File: config.mk
export PLATFORM = sky130hd
export DESIGN_NAME = p2p_egress_enqueue_flat
export DESIGN_NICKNAME = d
export VERILOG_FILES = /design/src/rtl/p2p_egress_enqueue_if.sv /design/src/rtl/p2p_egress_enqueue.sv /design/src/flat_wrapper.sv
export SDC_FILE = /design/constraint.sdc
export NUM_CORES = 1
export LEC_CHECK = 0
export CORE_AREA = 3 3 364 366
export DETAILED_ROUTE_END_ITERATION = 8
export DIE_AREA = 0 0 367 369
export SYNTH_ARGS = -nofsm -noshare
export SYNTH_HDL_FRONTEND = slang
export SYNTH_SLANG_ARGS = --single-unit
File: constraint.sdc
create_clock -name clk -period 4.2 [get_ports clk]
set_clock_uncertainty 0.05 [all_clocks]
set_input_delay 1.26 -clock clk [delete_from_list [all_inputs] [get_ports clk]]
set_output_delay 1.26 -clock clk [all_outputs]
set_load 0.02 [all_outputs]
File: src/rtl/p2p_egress_enqueue_if.sv
// P2P forward stream: valid/last/data/head handshake into the egress enqueue stage.
// The head field is meaningful on the first beat of a packet only.
interface p2p_egress_enqueue_if #(
  parameter int unsigned DataWidth = 256,
  parameter int unsigned HeadWidth = 64
);
  logic                 p2p_rx_valid;
  logic                 p2p_rx_last;
  logic [DataWidth-1:0] p2p_rx_data;
  logic [HeadWidth-1:0] p2p_rx_head;
  logic                 p2p_rx_ready;

  modport master (
    output p2p_rx_valid,
    output p2p_rx_last,
    output p2p_rx_data,
    output p2p_rx_head,
    input  p2p_rx_ready
  );

  modport slave (
    input  p2p_rx_valid,
    input  p2p_rx_last,
    input  p2p_rx_data,
    input  p2p_rx_head,
    output p2p_rx_ready
  );
endinterface

File: src/rtl/p2p_egress_enqueue.sv
// Packs P2P stream beats into 288-bit egress-queue entries, steering each packet whole to queue 0/1.
// Optional length checking (beat counter, DROP state, error counter) under P2P_ENQ_LEN_CHECK_EN.
module p2p_egress_enqueue #(
  parameter int unsigned EGRESS_QUEUE_WIDTH = 288,
  parameter int unsigned C_DATA_WIDTH       = 256,
  parameter int unsigned UPPER_HEAD_WIDTH   = 64,
  parameter int unsigned DEV_WIDTH          = 3,
  parameter int unsigned ERR_CNT_WIDTH      = 16
) (
  input  logic                          clk,
  input  logic                          rst_n,
  input  logic [7:0]                    iv_dst_queue_map,
  p2p_egress_enqueue_if.slave           rx,
  input  logic                          i_queue_0_prog_full,
  output logic                          o_queue_0_wr_en,
  output logic [EGRESS_QUEUE_WIDTH-1:0] ov_queue_0_data,
  input  logic                          i_queue_1_prog_full,
  output logic                          o_queue_1_wr_en,
  output logic [EGRESS_QUEUE_WIDTH-1:0] ov_queue_1_data,
  output logic [ERR_CNT_WIDTH-1:0]      ov_err_cnt,
  output logic                          o_busy
);
  localparam int unsigned LenWidth  = 16;
  localparam int unsigned KeepWidth = 5;
  localparam int unsigned PadWidth  =
      EGRESS_QUEUE_WIDTH - 2 * DEV_WIDTH - LenWidth - KeepWidth - 2 - C_DATA_WIDTH;

  typedef enum logic [1:0] {StIdle, StFwd, StDrop} state_e;

  state_e                          state_q, state_d;
  logic [DEV_WIDTH-1:0]            dst_q, dst_d, src_q, src_d;
  logic [LenWidth-1:0]             len_q, len_d;
  logic                            tgt_q, tgt_d;
  logic                            wr0_q, wr0_d, wr1_q, wr1_d;
  logic [EGRESS_QUEUE_WIDTH-1:0]   entry_q, entry_d;

  logic [DEV_WIDTH-1:0] head_dst, head_src, cur_dst, cur_src;
  logic [LenWidth-1:0]  head_len, cur_len, len_m1;
  logic                 head_tgt, cur_tgt, is_head, rx_ready, accept;
  logic                 end_flag, write, end_to_drop;
  logic [KeepWidth-1:0] keep;
  logic                 unused_bits;

  assign head_len = rx.p2p_rx_head[LenWidth-1:0];
  assign head_src = rx.p2p_rx_head[32 +: DEV_WIDTH];
  assign head_dst = rx.p2p_rx_head[35 +: DEV_WIDTH];
  assign head_tgt = iv_dst_queue_map[head_dst];

  // In IDLE the current beat is the head, so its fields are used directly rather than the latches.
  assign is_head = (state_q == StIdle);
  assign cur_len = is_head ? head_len : len_q;
  assign cur_dst = is_head ? head_dst : dst_q;
  assign cur_src = is_head ? head_src : src_q;
  assign cur_tgt = is_head ? head_tgt : tgt_q;
  assign len_m1  = cur_len - LenWidth'(1);
  assign keep    = end_flag ? len_m1[KeepWidth-1:0] : '1;

  // Admission is decided once per packet, at the head beat.
  assign rx_ready        = is_head ? !(head_tgt ? i_queue_1_prog_full : i_queue_0_prog_full) : 1'b1;
  assign rx.p2p_rx_ready = rx_ready;
  assign accept          = rx.p2p_rx_valid && rx_ready;

  assign unused_bits = ^{rx.p2p_rx_head[UPPER_HEAD_WIDTH-1:38], rx.p2p_rx_head[31:16],
                         len_m1[LenWidth-1:KeepWidth]};

`ifdef P2P_ENQ_LEN_CHECK_EN
  localparam int unsigned CntWidth = 12;

  logic [CntWidth-1:0]      cnt_q, cnt_d, beat_n, exp_beats;
  logic [LenWidth:0]        len_round;
  logic                     zero_len, forced_end, err_evt, unused_round;
  logic [ERR_CNT_WIDTH-1:0] err_q, err_d;

  assign len_round    = {1'b0, cur_len} + (LenWidth + 1)'(31);
  assign exp_beats    = len_round[LenWidth:5];
  assign unused_round = ^len_round[4:0];
  assign beat_n       = is_head ? CntWidth'(1) : cnt_q + CntWidth'(1);
  assign zero_len     = (cur_len == '0);
  assign forced_end   = (beat_n == exp_beats);
  assign end_flag     = rx.p2p_rx_last || forced_end;
  assign write        = accept && (state_q != StDrop) && !zero_len;
  // Early last and missing last both show up as last disagreeing with the expected-count hit.
  assign err_evt      = accept && (state_q != StDrop) &&
                        (zero_len || (rx.p2p_rx_last != forced_end));
  assign end_to_drop  = !rx.p2p_rx_last && (zero_len || forced_end);
  assign cnt_d        = (accept && (state_q != StDrop)) ? beat_n : cnt_q;
  assign err_d        = (err_evt && (err_q != '1)) ? err_q + ERR_CNT_WIDTH'(1) : err_q;
  assign ov_err_cnt   = err_q;

  always_ff @(posedge clk or negedge rst_n) begin
    if (!rst_n) begin
      cnt_q <= '0;
      err_q <= '0;
    end else begin
      cnt_q <= cnt_d;
      err_q <= err_d;
    end
  end
`else
  assign end_flag    = rx.p2p_rx_last;
  assign write       = accept;
  assign end_to_drop = 1'b0;
  assign ov_err_cnt  = '0;
`endif

  always_comb begin
    state_d = state_q;
    if (accept) begin
      if (rx.p2p_rx_last) begin
        state_d = StIdle;
      end else if ((state_q == StDrop) || end_to_drop) begin
        state_d = StDrop;
      end else begin
        state_d = StFwd;
      end
    end
  end

  always_comb begin
    dst_d   = dst_q;
    src_d   = src_q;
    len_d   = len_q;
    tgt_d   = tgt_q;
    entry_d = entry_q;
    wr0_d   = write && !cur_tgt;
    wr1_d   = write && cur_tgt;
    if (accept && is_head) begin
      dst_d = head_dst;
      src_d = head_src;
      len_d = head_len;
      tgt_d = head_tgt;
    end
    if (write) begin
      entry_d = {PadWidth'(0), cur_dst, cur_src, cur_len, keep, end_flag, is_head,
                 rx.p2p_rx_data};
    end
  end

  always_ff @(posedge clk or negedge rst_n) begin
    if (!rst_n) begin
      state_q <= StIdle;
      dst_q   <= '0;
      src_q   <= '0;
      len_q   <= '0;
      tgt_q   <= 1'b0;
      wr0_q   <= 1'b0;
      wr1_q   <= 1'b0;
      entry_q <= '0;
    end else begin
      state_q <= state_d;
      dst_q   <= dst_d;
      src_q   <= src_d;
      len_q   <= len_d;
      tgt_q   <= tgt_d;
      wr0_q   <= wr0_d;
      wr1_q   <= wr1_d;
      entry_q <= entry_d;
    end
  end

  assign o_queue_0_wr_en = wr0_q;
  assign o_queue_1_wr_en = wr1_q;
  assign ov_queue_0_data = entry_q;
  assign ov_queue_1_data = entry_q;
  assign o_busy          = (state_q != StIdle);
endmodule

File: src/flat_wrapper.sv
// flat-port wrapper written by rule: the top's interface ports become plain ports
module p2p_egress_enqueue_flat 
#(
  parameter int unsigned EGRESS_QUEUE_WIDTH = 288,
  parameter int unsigned C_DATA_WIDTH       = 256,
  parameter int unsigned UPPER_HEAD_WIDTH   = 64,
  parameter int unsigned DEV_WIDTH          = 3,
  parameter int unsigned ERR_CNT_WIDTH      = 16
)
  (clk, rst_n, iv_dst_queue_map, i_queue_0_prog_full, o_queue_0_wr_en, ov_queue_0_data, i_queue_1_prog_full, o_queue_1_wr_en, ov_queue_1_data, ov_err_cnt, o_busy, rx_p2p_rx_valid, rx_p2p_rx_last, rx_p2p_rx_data, rx_p2p_rx_head, rx_p2p_rx_ready);
  p2p_egress_enqueue_if #(.DataWidth((256)), .HeadWidth((64))) rx_i ();
  input  logic clk;
  input  logic rst_n;
  input  logic [7:0] iv_dst_queue_map;
  input  logic i_queue_0_prog_full;
  output logic o_queue_0_wr_en;
  output logic [EGRESS_QUEUE_WIDTH-1:0] ov_queue_0_data;
  input  logic i_queue_1_prog_full;
  output logic o_queue_1_wr_en;
  output logic [EGRESS_QUEUE_WIDTH-1:0] ov_queue_1_data;
  output logic [ERR_CNT_WIDTH-1:0] ov_err_cnt;
  output logic o_busy;
  input wire logic [$bits(rx_i.p2p_rx_valid)-1:0] rx_p2p_rx_valid;
  input wire logic [$bits(rx_i.p2p_rx_last)-1:0] rx_p2p_rx_last;
  input wire logic [$bits(rx_i.p2p_rx_data)-1:0] rx_p2p_rx_data;
  input wire logic [$bits(rx_i.p2p_rx_head)-1:0] rx_p2p_rx_head;
  output wire logic [$bits(rx_i.p2p_rx_ready)-1:0] rx_p2p_rx_ready;
  assign rx_i.p2p_rx_valid = rx_p2p_rx_valid;
  assign rx_i.p2p_rx_last = rx_p2p_rx_last;
  assign rx_i.p2p_rx_data = rx_p2p_rx_data;
  assign rx_i.p2p_rx_head = rx_p2p_rx_head;
  assign rx_p2p_rx_ready = rx_i.p2p_rx_ready;
  p2p_egress_enqueue #(.EGRESS_QUEUE_WIDTH(EGRESS_QUEUE_WIDTH), .C_DATA_WIDTH(C_DATA_WIDTH), .UPPER_HEAD_WIDTH(UPPER_HEAD_WIDTH), .DEV_WIDTH(DEV_WIDTH), .ERR_CNT_WIDTH(ERR_CNT_WIDTH)) u_core (.clk(clk), .rst_n(rst_n), .iv_dst_queue_map(iv_dst_queue_map), .rx(rx_i), .i_queue_0_prog_full(i_queue_0_prog_full), .o_queue_0_wr_en(o_queue_0_wr_en), .ov_queue_0_data(ov_queue_0_data), .i_queue_1_prog_full(i_queue_1_prog_full), .o_queue_1_wr_en(o_queue_1_wr_en), .ov_queue_1_data(ov_queue_1_data), .ov_err_cnt(ov_err_cnt), .o_busy(o_busy));
endmodule
* Word-level counts from Yosys, hierarchy flattened
Index checks and enable logic that the tools add are counted.
** Storage, ports and cells
- Register bits after elaboration :: 312
- Bits of input ports :: 334
- Output and inout port bits :: 596
- Logic and storage cells :: 30
** Cells by class
- Add/subtract/negate cells :: 1
- $lt $le $gt $ge :: 1
- Equal/unequal tests :: 1
- Multiplexer cells :: 11
- Reductions and logical operators :: 8
** Operators with widths (count)
- 2-to-1 mux 16 bit :: 1
- 2-to-1 mux 3 bit :: 2
- 2-to-1 mux 5 bit :: 1
- subtractor 5 x 1 -> 5 bit, second input constant :: 1
- logical AND 1 bit :: 4
- less-than comparator 3 x 4 -> 1 bit, second input constant :: 1
- 2-to-1 mux 1 bit :: 4
- 2-to-1 mux 2 bit :: 2
- binary-select mux 1 bit (select 3 bit) :: 1
- equality test 2 bit, second input constant :: 1
- zero test 1 bit :: 2
- zero test 2 bit :: 1
- nonzero test 2 bit :: 1

* Longest topological paths before layout
Gate-level depths: netlist of the first run.
- Depth in word-level cells :: 7
- Mapped depth :: 9
- Mapped depth without buffers :: 6

* Worst setup path before layout of the first run
Ideal clock, no wire load.
- Kind :: input -> output
- Start point :: input port rx_p2p_rx_head[35]
- End point :: output port rx_p2p_rx_ready
- Arrival :: 2.533 ns
- Data required time :: 2.890 ns
- Slack :: 0.357 ns
- Stages on the path :: 5
- Path buffers :: 2
- Cells stage by stage :: buf_4 > mux2i_1 > mux4_2 > buf_4 > a31oi_1
** On the way
- Cells in the longest elaborated chain, start to end :: 5
** Ends and longest elaborated chain
- from (decl) :: line flat_wrapper.sv:26 : input wire logic [$bits(rx_i.p2p_rx_head)-1:0] rx_p2p_rx_head;
- binary-select mux 1 bit (select 3 bit) :: line p2p_egress_enqueue.sv:47 : assign head_tgt = iv_dst_queue_map[head_dst];
- 2-to-1 mux 1 bit (implied by the code) :: line p2p_egress_enqueue.sv:47
- 2-to-1 mux 1 bit :: line p2p_egress_enqueue.sv:59 : assign rx_ready = is_head ? !(head_tgt ? i_queue_1_prog_full : i_queue_0_prog_full) : 1'b1;
- zero test 1 bit :: line p2p_egress_enqueue.sv:59
- 2-to-1 mux 1 bit :: line p2p_egress_enqueue.sv:59
- to (decl) :: line flat_wrapper.sv:27 : output wire logic [$bits(rx_i.p2p_rx_ready)-1:0] rx_p2p_rx_ready;
Every way passes these cells. The select of a mux whose other input is x is not followed.

* Final worst setup path of the first run
Ends and elaborated chain as after synthesis.

==> results.py, run 1 <==
metrics = {
    "status": {
        "status": "finished, final reports clean",
    },
    "job": {
        "drv.max_cap_violation_count": 0,
    },
    "pwr": {
        "internal_power_w": 0.00980,
        "power_frac_clock": 0.229,
        "peakVddDrop_mv": 0.284,
        "power.share.switching": 0.371,
        "power_density_mw_per_mm2": 608,
        "p_sw_w": 0.00578,
        "pwr-share-seq": 0.307,
        "total_leakage_power_nw": 10.5,
        "comb_power_share": 0.464,
    },
    "critical_path": {
        "worst-r2r-cell-count": 6,
        "critPathCapture": "rx_p2p_rx_ready",
        "worstPathCellList": "dlygate4sd2_1, buf_12, mux2i_1, mux4_2, nor2_4, a31oi_4, buf_6, buf_12",
        "critical_path.startpoint_type": "input port",
        "critical_path.n_buffers_inverters": 4,
        "crit_arrival_ns": 2.83,
        "worst_path_largest_cell_delay_ns": 0.57,
        "endpoint_kind": "primary output",
        "rr_startpoint": "u_core.state_q[1]",
        "criticalPathCategory": "in2out",
        "timing.critical_path.required_ns": 2.89,
        "crit_path_frequent_cell": "buf_12",
        "crit_fanout": 6,
        "setup.worst_path.start": "rx_p2p_rx_head[35]",
        "regToRegEndpoint": "u_core.ov_queue_0_data[272]",
        "path_depth": 8,
        "cpLargestDelayFamily": "buffers and inverters",
        "rrSetupSlack_ns": 1.59,
        "cpMaxStageDelayCell": "mux4_2",
    },
    "route": {
        "route.vias.total": 10700,
        "wl_per_cell_um": 23.2,
        "postRouteAntennaNets": 0,
        "total_routed_length_mm": 81.3,
        "detail_route.drc_violations": 0,
        "iteration_0_drc_markers": 549,
        "detail_route.vias_per_cell": 3.06,
        "dr.pass1.iters": 4,
    },
    "clocking": {
        "cts_inserted_buffers": 41,
        "maximum_buffer_depth_of_the_clock_tree": 3,
        "cts-root-buf": "clkbuf_16",
        "clkTransAtPathRegs_ns": 0.05,
        "clock_sink_count": 312,
        "htree_levels": 2,
        "clk-insertion-delay-late_ns": 0.57,
        "post-cts-setup-buffers": 0,
        "tritoncts": "done",
    },
    "finish": {
        "mostFrequentLayoutCell": "clkdlybuf4s50_1",
        "final_cells": 3500,
        "fraction_of_final_layout_cells_sized_beyond_drive_strength_1": 0.240,
        "finalNetCount": 2043,
        "commonest_cells_after_routing_fill_and_taps_aside": "clkdlybuf4s50_1 (860), dfrtp_1 (312), mux2_4 (256), nor2_1 (55), buf_4 (46)",
        "flow.area_growth_from_synthesis_pct": 67.2,
    },
    "die": {
        "placement_rows": 132,
        "io_pins": 930,
        "die-area_mm2": 0.135,
        "start_util": 0.118,
        "die_width_um": 367,
        "core_mm2": 0.129,
        "die_h_um": 369,
    },
    "grt": {
        "grtUsageMet2": 0.190,
        "first_pass_grt_wire_length_mm": 105,
        "grt-ovfl-total": 0,
        "grt_start_max_net_pins": 84,
        "use_met1": 0.152,
        "first_global_vias": 11100,
        "grt_antenna_before_repair": 76,
        "grt-busiest-layer": "met2",
        "grt_use_total": 0.115,
        "globalRouteMet3Util": 0.0255,
    },
    "sta": {
        "hold-worst-slack_ns": 0.457,
        "timing.fmax_ghz": 0.241,
        "timing.slew.headroom": 0.370,
        "final_hold_vios": 0,
        "finalSetupViolations": 0,
        "setup_repair_after_global_routing_missed_its_margin": "no",
        "fin_tns_setup_ns": 0,
        "timing_worst_slew_pin_value_ns": 0.943,
        "min_period_ns": 4.14,
        "final_min_period_over_clock_period": 0.987,
        "final_max_slew_viol_count": 0,
    },
    "logic_synthesis": {
        "synthesis.area_mm2": 0.0153,
        "synthesis.instances": 1068,
        "avgSynthCellArea_um2": 14.3,
        "yosys_register_bits": 312,
        "post_synth_num_cell_types": 31,
        "yosysSeqAreaShare": 0.509,
        "yosysWarnings": 0,
    },
    "worst_hold_path": {
        "min_path_type": "reg2reg",
    },
    "placement": {
        "gp_congestion": 0.835,
        "detailedPlacementHpwl_mm": 70.0,
        "dpl.cell_count": 3407,
        "place.port_buffers": 865,
    },
}
-- flip-flops by register name, indices dropped and copies added, names as in the netlist --
register,flops
u_core.dst_q,3
u_core.len_q,16
u_core.o_queue_0_wr_en,1
u_core.o_queue_1_wr_en,1
u_core.ov_queue_0_data,285
u_core.src_q,3
u_core.state_q,2
u_core.tgt_q,1
-- layer usage --
layer | vias up | wire [um]
met5 | - | 13
li1 | 4597 | -
met1 | 5313 | 36600
met3 | 179 | 4460
met4 | 2 | 2560
met2 | 624 | 37700
-- area by class of cell --
cell class	count	area (um^2)
timing repair buffer	924	9270
fill	14100	104000
sequential	312	7810
clock buffer	57	1220
tap	1742	2180
antenna	17	42.5
multi-input combinational	426	4940
inverter	3	11.3
clock inverter	19	149
-- metrics by stage --
stage / total power [W] / cell area [um^2] / setup slack, ns / util
after global routing: 0.0163 / 25600 / 0.00514 / 0.198
final: 0.0156 / 25600 / 0.0554 / 0.198
after CTS: 0.0159 / 25600 / 0.0391 / 0.198
after global placement: 0.0121 / 24200 / -0.219 / 0.187
after floorplan: 0.00896 / 15400 / 0.357 / -
after detailed placement: 0.0121 / 24200 / -0.217 / 0.187
-- power groups by stage --
stage          combinational [W]  clock [W]  sequential [W]
2_1_floorplan            0.00362          0         0.00534
5_1_grt                  0.00751    0.00385         0.00492
3_5_place_dp             0.00726          0         0.00483
6_report                 0.00722    0.00357         0.00479
4_1_cts                  0.00730    0.00376         0.00481
3_3_place_gp             0.00723          0         0.00483
-- repair_timing --
| action | CTS | global route |
|---|---|---|
| setup endpoints to repair | 1 | 0 |
| hold buffers | 0 | 0 |
| gates resized for setup | 8 | 0 |
-- cells in the mapped netlist --
master    instances  area share
a211oi_1          1     0.00049
a21boi_0          2     0.00098
a21oi_1           4      0.0013
a221oi_1          1     0.00057
a31oi_1           6      0.0024
and2_1            1     0.00041
buf_1             1     0.00024
buf_2             5      0.0016
buf_4           309        0.15
buf_6            29       0.021
clkbuf_1          4     0.00098
clkinv_1          1     0.00024
conb_1            1     0.00024
dfrtp_1         312        0.51
ha_1              1     0.00082
inv_1             2     0.00049
mux2_2           23       0.017
mux2_4          257        0.25
mux2i_1          11      0.0072
mux4_2            1      0.0015
nand2_1           2     0.00049
nand2b_1          2     0.00082
nor2_1           56       0.014
nor2b_1           2     0.00082
nor3_1            5      0.0016
o21a_1            1     0.00049
o21ai_0           5      0.0016
o22ai_1          19      0.0078
or3b_2            1     0.00057
xnor2_1           2      0.0011
xor2_1            1     0.00057
-- cell families after synthesis --
logic type,synth area share
XOR/XNOR,0.00171
AND/OR/NAND/NOR,0.0185
adder cells (fa/ha/maj),0.000816
buffers and inverters,0.176
other,0.000245
multiplexers,0.277
AO/OA/AOI/OAI,0.0157
flip-flops,0.509
-- how the worst min path moves through the flow --
| stage | start | to | slack (ns) | cells past startpoint |
|---|---|---|---|---|
| floorplan | u_core.state_q[1] | u_core.state_q[0] | 0.42 | 1 |
| global placement | u_core.len_q[1] | u_core.len_q[1] | 0.44 | 1 |
| detailed placement | u_core.src_q[1] | u_core.src_q[1] | 0.45 | 1 |
| CTS | u_core.len_q[15] | u_core.len_q[15] | 0.46 | 1 |
| global route | u_core.len_q[8] | u_core.len_q[8] | 0.46 | 1 |
| finish | u_core.len_q[14] | u_core.len_q[14] | 0.46 | 1 |
(Power assumes the default switching activity.)
==> run 2: changes to the inputs <==
--- a/config.mk
+++ b/config.mk
@@ -5,9 +5,10 @@
 export SDC_FILE = /design/constraint.sdc
 export NUM_CORES = 1
 export LEC_CHECK = 0
-export CORE_AREA = 3 3 364 366
+export ABC_AREA = 1
+export CORE_AREA = 3 3 362 364
 export DETAILED_ROUTE_END_ITERATION = 8
-export DIE_AREA = 0 0 367 369
+export DIE_AREA = 0 0 365 367
 export SYNTH_ARGS = -nofsm -noshare
 export SYNTH_HDL_FRONTEND = slang
 export SYNTH_SLANG_ARGS = --single-unit
==> run 2 against run 1 <==
  * Global-route usage increased by 1.1 points
  * Area after synthesis decreased by 1.3%
  * Utilization decreased by 0.16 points
  * Die area decreased by 1.1%
  * Hold slack got worse by 0.028 ns
==> results.py, run 2 <==
metrics = {
    "status": {
        "status": "finished, final reports clean",
    },
    "logic_synthesis": {
        "synth_top_area_cell": "dfrtp_1",
        "number_of_flops_mapped_to_enable_cells_by_yosys": 0,
        "synthesis.area_mm2": 0.0151,
        "ys_dominant_reg_cell": "dfrtp_1",
        "synth.top_cell.area_share": 0.516,
        "synth_top_cells_by_count": "nand2_1 (689), buf_4 (326), dfrtp_1 (312), nand3_1 (296), buf_2 (44)",
        "yosys_register_bits": 312,
        "synthMostInstantiatedCell": "nand2_1",
        "post_synth_num_cell_types": 22,
        "yosysSeqAreaShare": 0.516,
        "avgSynthCellArea_um2": 8.48,
        "postSynth.asyncResetShare": 1.00,
        "yosysWarnings": 0,
        "synth.top_cells.by_area": "dfrtp_1 (52%), nand2_1 (17%), buf_4 (16%)",
        "synthesis.instances": 1784,
    },
    "route": {
        "detail_route.vias_per_cell": 3.49,
        "dr.pass1.iters": 5,
        "route.vias.total": 14200,
        "total_routed_length_mm": 87.6,
        "detail_route.drc_violations": 0,
        "wl_per_cell_um": 21.6,
        "iteration_0_drc_markers": 1121,
        "postRouteAntennaNets": 0,
    },
    "critical_path": {
        "crit_path_frequent_cell": "nand2_1",
        "critical_path.startpoint_type": "input port",
        "cpLargestDelayFamily": "buffers and inverters",
        "crit_fanout": 4,
        "critical_path.n_buffers_inverters": 3,
        "crit_arrival_ns": 2.74,
        "cpMaxStageDelayCell": "clkdlybuf4s50_1",
        "endpoint_kind": "primary output",
        "criticalPathCategory": "in2out",
        "rrSetupSlack_ns": 1.51,
        "worstPathCellList": "clkdlybuf4s50_1, inv_1, nand3_1, nand3_2, nand2_1, nand2_1, nand2_2, nand2_8, buf_2",
        "timing.critical_path.required_ns": 2.89,
        "worst_path_largest_cell_delay_ns": 0.53,
    },
    "grt": {
        "grt_start_max_net_pins": 127,
        "grt_use_total": 0.126,
        "grt_antenna_before_repair": 48,
        "first_pass_grt_wire_length_mm": 118,
        "first_global_vias": 14200,
        "grt-ovfl-total": 0,
    },
    "finish": {
        "fraction_of_final_layout_cells_sized_beyond_drive_strength_1": 0.0554,
        "commonest_cells_after_routing_fill_and_taps_aside": "clkdlybuf4s50_1 (861), nand2_1 (689), dfrtp_1 (312), nand3_1 (294), clkbuf_16 (41)",
        "finalNetCount": 2684,
        "mostFrequentLayoutCell": "clkdlybuf4s50_1",
        "largest_register_ffs": 285,
        "postLayoutCellArea_mm2": 0.0251,
        "flow.area_growth_from_synthesis_pct": 65.7,
    },
    "pwr": {
        "internal_power_w": 0.00823,
        "power.share.switching": 0.389,
        "comb_power_share": 0.415,
        "total_leakage_power_nw": 11.2,
        "design_power_total_w": 0.0135,
        "pwr-share-seq": 0.321,
        "power_frac_clock": 0.264,
        "power_density_mw_per_mm2": 538,
        "peakVddDrop_mv": 0.227,
        "p_sw_w": 0.00524,
    },
    "placement": {
        "detailedPlacementHpwl_mm": 71.7,
        "gp_congestion": 0.850,
        "place.port_buffers": 865,
        "place_area_mm2": 0.0237,
    },
    "clocking": {
        "cts_inserted_buffers": 41,
        "clock_sink_count": 312,
        "maximum_buffer_depth_of_the_clock_tree": 3,
        "cts-hold-fix-buffers": 0,
        "htree_levels": 2,
        "clkTransAtPathRegs_ns": 0.06,
        "tritoncts": "done",
        "cts-root-buf": "clkbuf_16",
        "post-cts-setup-buffers": 0,
        "clk-insertion-delay-late_ns": 0.59,
    },
    "die": {
        "die_h_um": 367,
        "io_pins": 930,
        "die_width_um": 365,
        "placement_rows": 131,
        "die-area_mm2": 0.134,
        "core_mm2": 0.128,
        "start_util": 0.118,
    },
    "sta": {
        "timing.fmax_ghz": 0.247,
        "final_max_slew_viol_count": 0,
        "setup_repair_after_global_routing_missed_its_margin": "no",
        "finalSetupViolations": 0,
        "timing_worst_slew_pin_value_ns": 0.752,
        "final_min_period_over_clock_period": 0.964,
        "final_hold_vios": 0,
        "min_period_ns": 4.05,
        "timing.slew.headroom": 0.499,
    },
    "job": {
        "drv.max_cap_violation_count": 0,
    },
    "worst_hold_path": {
        "min_path_type": "reg2reg",
    },
}
==> run 2: kinds of logic after synthesis <==
| group | synth area share |
|---|---|
| AND/OR/NAND/NOR | 0.284 |
| buffers and inverters | 0.195 |
| flip-flops | 0.516 |
| AO/OA/AOI/OAI | 0.00331 |
| adder cells (fa/ha/maj) | 0.000827 |
| other | 0.000248 |
==> run 2: through the flow <==
| stage | setup TNS [ns] | hold WS (ns) | util | setup slack, ns | instances |
|---|---|---|---|---|---|
| floorplan | 0 | 0.394 | - | 0.847 | 1805 |
| global route | 0 | 0.448 | 0.196 | 0.0831 | 4043 |
| finish | 0 | 0.429 | 0.196 | 0.152 | 4053 |
| detailed placement | -0.430 | 0.411 | 0.185 | -0.430 | 3968 |
| CTS | 0 | 0.426 | 0.196 | 0.0675 | 4043 |
| global placement | -0.468 | 0.408 | 0.185 | -0.468 | 3968 |
==> run 2: final cells by class <==
class	count	area (um^2)
antenna	10	25.0
clock buffer	52	1120
clock inverter	23	230
fill	14100	103000
inverter	24	90.1
multi-input combinational	1053	4470
sequential	312	7810
tap	1662	2080
timing repair buffer	917	9230
==> run 2: final timing paths <==
kind,start,to,cells after the start
min reg2reg,u_core.dst_q[0],u_core.dst_q[0],2
min in group asynchronous,rst_n,u_core.ov_queue_0_data[28],1
max,rx_p2p_rx_head[36],rx_p2p_rx_ready,9
max reg2reg,u_core.state_q[1],u_core.ov_queue_0_data[260],8
min,u_core.dst_q[0],u_core.dst_q[0],2
max in group asynchronous,rst_n,u_core.ov_queue_0_data[207],3
==> run 2: worst register-to-register path, delay by kind of cell (launching register included) <==
family | cells | cell delay (ns)
adder cells (fa/ha/maj) | 1 | 0.29
AND/OR/NAND/NOR | 5 | 1.20
AO/OA/AOI/OAI | 1 | 0.26
buffers and inverters | 1 | 0.39
flip-flops | 1 | 0.44
==> run 2: timing repair <==
item / 4_1_cts / 5_1_grt
hold endpoints to repair: 0 / 0
gates resized for setup: 6 / 1
endpoints found under the setup margin: 1 / 1
cloned: 0 / 0
==> run 2: metal layers <==
metal / up-vias / global-route usage / wire (um)
met5: - / 0 / 77
met4: 12 / 0.0215 / 1810
met3: 137 / 0.0512 / 8510
met2: 634 / 0.198 / 38900
met1: 6903 / 0.163 / 38300
li1: 6466 / - / -
==> run 2: power by group through the flow <==
stage,combinational (W),clock (W),sequential (W)
after floorplan,0.00252,0,0.00481
after global placement,0.00560,0,0.00438
after detailed placement,0.00563,0,0.00438
after CTS,0.00566,0.00373,0.00435
after global routing,0.00595,0.00383,0.00443
final,0.00559,0.00356,0.00432
